### src/rtl/mem_wb_pipe.sv
// mem_wb_pipe: elastic MEM->WB pipeline register with a 2-entry skid buffer.
// Write-back selection and sized load extraction happen at capture time, so
// the stored entry is already the final register-file write value. All state
// advances on the falling clock edge.
module mem_wb_pipe #(
    parameter int DATA_W = 32,
    parameter int REG_AW = 5
) (
    input  logic              clk,
    input  logic              rst_n,
    input  logic              flush,
    input  logic              in_valid,
    output logic              in_ready,
    input  logic [DATA_W-1:0] mem_rdata_in,
    input  logic [DATA_W-1:0] alu_result_in,
    input  logic [REG_AW-1:0] rd_addr_in,
    input  logic              reg_w_in,
    input  logic              mem_to_reg_in,
    input  logic [1:0]        mem_size_in,
    input  logic              mem_unsigned_in,
    output logic              out_valid,
    input  logic              out_ready,
    output logic [DATA_W-1:0] wb_data_out,
    output logic [REG_AW-1:0] rd_addr_out,
    output logic              reg_w_out,
    output logic              fwd_valid,
    output logic [REG_AW-1:0] fwd_rd,
    output logic [DATA_W-1:0] fwd_data
);

    localparam int OFF_W = $clog2(DATA_W / 8);
    localparam int SH_W  = $clog2(DATA_W);

    typedef enum logic [1:0] {
        S_EMPTY = 2'd0,
        S_ONE   = 2'd1,
        S_FULL  = 2'd2
    } state_e;

    typedef struct packed {
        logic [DATA_W-1:0] wb_data;
        logic [REG_AW-1:0] rd_addr;
        logic              reg_w;
    } entry_t;

    state_e            r_state;
    state_e            w_state_nxt;
    entry_t            r_main;
    entry_t            r_skid;
    entry_t            w_new;
    logic              w_in_fire;
    logic              w_out_fire;
    logic              w_main_from_in;
    logic              w_main_from_skid;
    logic              w_skid_from_in;
    logic [OFF_W-1:0]  w_off;
    logic [SH_W-1:0]   w_shamt;
    logic [DATA_W-1:0] w_lane;
    logic [DATA_W-1:0] w_load;

    // in_ready comes straight from the state register, so MEM never sees a
    // combinational path from out_ready.
    assign in_ready   = (r_state != S_FULL);
    assign out_valid  = (r_state != S_EMPTY);
    assign w_in_fire  = in_valid & in_ready;
    assign w_out_fire = out_valid & out_ready;

    assign w_off = alu_result_in[OFF_W-1:0];

    // Lane shift amount: byte uses the full offset, half drops bit 0, word
    // drops the low two bits (always zero for a 32-bit datapath).
    always_comb begin
        // NOTE: every always_comb output gets a default first so no path can infer a latch.
        w_shamt = '0;
        case (mem_size_in)
            2'b00:   w_shamt = {w_off, 3'b000};
            2'b01:   w_shamt = {w_off & ~OFF_W'(1), 3'b000};
            2'b10:   w_shamt = {w_off & ~OFF_W'(3), 3'b000};
            default: w_shamt = '0;
        endcase
    end

    assign w_lane = mem_rdata_in >> w_shamt;

    // Sign/zero extension: prepend the extension bit, then let the signed
    // cast replicate it up to DATA_W.
    always_comb begin
        w_load = w_lane;
        case (mem_size_in)
            2'b00:   w_load = DATA_W'($signed({~mem_unsigned_in & w_lane[7],  w_lane[7:0]}));
            2'b01:   w_load = DATA_W'($signed({~mem_unsigned_in & w_lane[15], w_lane[15:0]}));
            2'b10:   w_load = DATA_W'($signed({~mem_unsigned_in & w_lane[31], w_lane[31:0]}));
            default: w_load = w_lane;
        endcase
    end

    assign w_new.wb_data = mem_to_reg_in ? w_load : alu_result_in;
    assign w_new.rd_addr = rd_addr_in;
    assign w_new.reg_w   = reg_w_in & (rd_addr_in != '0);

    // Next-state and slot-load decisions; flush overrides everything.
    always_comb begin
        w_state_nxt      = r_state;
        w_main_from_in   = 1'b0;
        w_main_from_skid = 1'b0;
        w_skid_from_in   = 1'b0;
        if (flush) begin
            w_state_nxt = S_EMPTY;
        end else begin
            case (r_state)
                S_EMPTY: begin
                    if (w_in_fire) begin
                        w_state_nxt    = S_ONE;
                        w_main_from_in = 1'b1;
                    end
                end
                S_ONE: begin
                    if (w_in_fire && w_out_fire) begin
                        w_main_from_in = 1'b1;
                    end else if (w_in_fire) begin
                        w_state_nxt    = S_FULL;
                        w_skid_from_in = 1'b1;
                    end else if (w_out_fire) begin
                        w_state_nxt = S_EMPTY;
                    end
                end
                S_FULL: begin
                    if (w_out_fire) begin
                        w_state_nxt      = S_ONE;
                        w_main_from_skid = 1'b1;
                    end
                end
                default: w_state_nxt = S_EMPTY;
            endcase
        end
    end

    // State register.
    always_ff @(negedge clk or negedge rst_n) begin
        // NOTE: sequential state uses non-blocking assignments so all registers update together.
        if (!rst_n) r_state <= S_EMPTY;
        else        r_state <= w_state_nxt;
    end

    // Payload slots; both are cleared on reset so outputs read zero.
    always_ff @(negedge clk or negedge rst_n) begin
        if (!rst_n) begin
            r_main <= '0;
            r_skid <= '0;
        end else begin
            if (w_main_from_in)        r_main <= w_new;
            else if (w_main_from_skid) r_main <= r_skid;
            if (w_skid_from_in)        r_skid <= w_new;
        end
    end

    assign wb_data_out = r_main.wb_data;
    assign rd_addr_out = r_main.rd_addr;
    assign reg_w_out   = r_main.reg_w;
    assign fwd_valid   = out_valid & r_main.reg_w;
    assign fwd_rd      = r_main.rd_addr;
    assign fwd_data    = r_main.wb_data;

endmodule

### config.mk
export PLATFORM = sky130hd
export DESIGN_NAME = mem_wb_pipe
export DESIGN_NICKNAME = d
export VERILOG_FILES = /design/src/rtl/mem_wb_pipe.sv
export SDC_FILE = /design/constraint.sdc
export NUM_CORES = 1
export LEC_CHECK = 0
export CORE_MARGIN = 2
export CORE_UTILIZATION = 42
export CTS_BUF_LIST = sky130_fd_sc_hd__clkbuf_8
export CTS_CLUSTER_SIZE = 20
export DETAILED_ROUTE_END_ITERATION = 16
export PLACE_DENSITY = 0.83
export REMOVE_ABC_BUFFERS = 1
export SLEW_MARGIN = 30
export SYNTH_ARGS = -nofsm -noshare
export SYNTH_HDL_FRONTEND = slang
export SYNTH_SLANG_ARGS = --single-unit
export TNS_END_PERCENT = 20
### constraint.sdc
create_clock -name clk -period 1.61 [get_ports clk]
set_input_delay 0.483 -clock clk [delete_from_list [all_inputs] [get_ports clk]]
set_output_delay 0.483 -clock clk [all_outputs]
set_load 0.02 [all_outputs]
==> metrics, run 1 <==
Routed WL per cell=slightly above 20 um; # Max-Cap Violations=0; H-tree depth=3; Synth-to-Final Area Change=71.15%; Crit Path Class=register to output pin; Bufs and invs on worst path=1; Syn Area/Cell=between 8 and 9 um^2; global-route wire length before repair=~27000 um; Async SR Flop Fraction=1.000; clock insertion delay at the later pin of the skew report=around 340 ps; outcome=complete, but fails checks; Gate power share=0.414; number of flops mapped to enable cells by yosys=0; Max FO, Critical Path=2; drt total wl=17940 um; cell family with most CP delay=simple AND/OR/NAND/NOR gates; crit-path cells=or2_4 -> and2_4 -> buf_6; Synth Flop Type=dfrtn_1; Die Span Y=roughly 110 um; Pint=around 4.6 mW; PwrDens=953.8 mW/mm^2; Max clock buf depth=2; instance area at placement=roughly 0.0066 mm^2; Seq/Total Area, Yosys=0.4344; number of global-route vias before repair=between 5000 and 6000; pre-CTS setup slack=-1663 ps; Setup WS post-layout=-886.5 ps; initial antenna violation count=0; Initial Utilization=0.4333; Critical Path Max Stage Delay=approximately 340 ps; drt pass-1 iters=5; GRT Overall Usage=0.3025; nets=between 800 and 900; Hold WC Path Type=register to register; Final Core Density=0.7416; endpoints failing hold=0; Initial DRC Count=about 400; hold buffers post-CTS=0; Vias=between 5000 and 6000; Yosys cell types=43; Clk network pwr share=0.193; Synth Instances=500; Net Sw Frac=0.3771; synthesized cell area=about 0.0045 mm^2; Leak Pwr=between 3 and 4 nW; share of cells above drive strength 1=0.4636; unrepaired setup endpoints after global routing=true; post-route ant nets=0; Slew Viols, Final=0; Worst Tran Pin Value=~450 ps; Worst Path Required=1130 ps; via/cell ratio=approximately 6; Worst path slowest cell=dfrtn_1; CTS tree=yes; antenna cells=0; I/O pin total=between 150 and 200; GR Overflow Total=0; final setup fails=~160; synthesized flop and latch total=between 70 and 80; total negative slack=-103060 ps; crit path DAT=~2000 ps; max_slew headroom=0.6997; Root Driver=clkbuf_8; Net Sw Power=between 2 and 3 mW; Worst Setup Start Kind=register; final clock skew=between 7 and 8 ps; largest net degree at the start of global routing=between 40 and 50; input/output buffers=about 160; Synth Warn #=0; design area=just under 0.008 mm^2; post-route DRC violation count=0; Detailed Place HPWL=10880 um; die area=approximately 0.012 mm^2; Die W=about 110 um; core region area=around 0.010 mm^2; Clock Pin Slew Worst Setup and Hold Paths=~60 ps; total power=7.335 mW; Placed Instances=about 800; placer congestion estimate=roughly 0.88; Setup crit end kind=output pin; row count=37; VDD IR max=between 0.5 and 0.6 mV; clock tree sinks=78; Num CTS Buffers=9; hold slack=between 400 and 500 ps; Flop pwr share=0.393; Post-Layout Cell Count=865; violated checks=setup timing
worst min-delay path, cell delays in order (launching register included):
cell and delay [ps]:
dfrtn_1 410, nand2_1 40, o21ai_0 60
worst paths after layout:
check | start | to | slack (ps) | depth (start not counted)
max | r_state[1] | fwd_valid | -890 | 3
min | r_skid[0] | r_skid[0] | 430 | 2
max reg2reg | r_state[0] | fwd_data[23] | -540 | 10
min reg2reg | r_skid[0] | r_skid[0] | 430 | 2
max in group asynchronous | rst_n | fwd_data[10] | 560 | 2
min in group asynchronous | rst_n | fwd_rd[0] | 800 | 2
timing repair:
action | 4_1_cts | 5_1_grt
buffers inserted | 19 | 11
setup endpoints to repair | 156 | 156
resized for setup | 578 | 44
gates cloned | 7 | 0
pin swaps | 38 | 27
state kept, by name (all words and copies together) (netlist names):
register   cells
r_skid        38
fwd_data      32
reg_w_out      1
r_state        2
fwd_rd         5
power by group through the flow:
stage | registers [mW] | logic, mW | clock network [mW]
4_1_cts | 2.84 | 2.87 | 1.40
3_5_place_dp | 2.85 | 2.70 | 0
6_report | 2.88 | 3.04 | 1.41
5_1_grt | 2.93 | 3.21 | 1.49
2_1_floorplan | 3.24 | 0.781 | 0
3_3_place_gp | 2.81 | 2.63 | 0
cells by family after synthesis:
group / after synthesis / share of synthesized area
buffers and inverters: 82 / 0.1061
XOR/XNOR: 1 / 0.001950
AO/OA/AOI/OAI: 171 / 0.2568
multiplexers: 16 / 0.03676
AND/OR/NAND/NOR: 152 / 0.1640
flip-flops: 78 / 0.4344
synthesized netlist by cell type (2+ instances only):
cell / n / area share
a21oi_1: 38 / 0.042
o21ai_1: 2 / 0.0022
buf_2: 14 / 0.016
o22ai_1: 17 / 0.024
nor3_1: 2 / 0.0022
a211oi_1: 25 / 0.042
inv_1: 9 / 0.0075
nand4_2: 2 / 0.0056
mux2_2: 4 / 0.010
nand3_1: 6 / 0.0067
a22oi_1: 33 / 0.055
o211ai_1: 7 / 0.012
clkbuf_1: 16 / 0.013
o21ai_0: 27 / 0.030
dfrtn_1: 78 / 0.43
and2b_1: 3 / 0.0050
a221oi_1: 16 / 0.031
nand2_1: 47 / 0.039
a211oi_4: 2 / 0.0089
nand2b_1: 5 / 0.0070
nor2b_1: 24 / 0.033
nor2_1: 50 / 0.042
buf_4: 40 / 0.067
or3_1: 2 / 0.0028
mux2i_1: 12 / 0.027
nor2_2: 2 / 0.0028
layout make-up:
cell class	count	area, um^2
multi-input cells	340	2624
clock inverters	7	57.56
inverters	10	37.54
well taps	136	170.2
repair buffers	285	2725
flip-flops and latches	78	1952
fillers	684	2680
clock buffers	9	123.9
cells in the final DEF (no fill, tap or decap), drive strengths merged, types with 2 or more instances in the layout:
master,n
o21ai,29
or3,2
a22oi,33
a211oi,27
mux2,4
buf,214
o22ai,17
nand2b,5
clkbuf,11
and2b,3
inv,13
a21oi,38
clkdlybuf4s50,57
mux2i,12
o211ai,8
nand2,48
nand3,6
dfrtn,78
a221oi,16
nor3,4
nand4,2
nor2,52
clkinv,2
dlygate4sd2,10
clkinvlp,2
nor2b,24
per-layer routing:
| layer | global-route usage | routed length (um) | vias to the layer above |
|---|---|---|---|
| li1 | - | - | 2221 |
| met1 | 0.3653 | 6468 | 2495 |
| met2 | 0.5289 | 9283 | 349 |
| met3 | 0.05872 | 1534 | 79 |
| met4 | 0.1227 | 649 | 0 |
| met5 | 0 | 0 | - |
No activity file was read; power rests on OpenSTA's default activity.
==> run 2, diff against run 1 <==
--- a/config.mk
+++ b/config.mk
@@ -5,6 +5,7 @@
 export SDC_FILE = /design/constraint.sdc
 export NUM_CORES = 1
 export LEC_CHECK = 0
+export ABC_CLOCK_PERIOD_IN_PS = 1610
 export CORE_MARGIN = 2
 export CORE_UTILIZATION = 42
 export CTS_BUF_LIST = sky130_fd_sc_hd__clkbuf_8
==> results of run 2 <==
The final DEF is identical to that of run 1; final timing and power are the same.
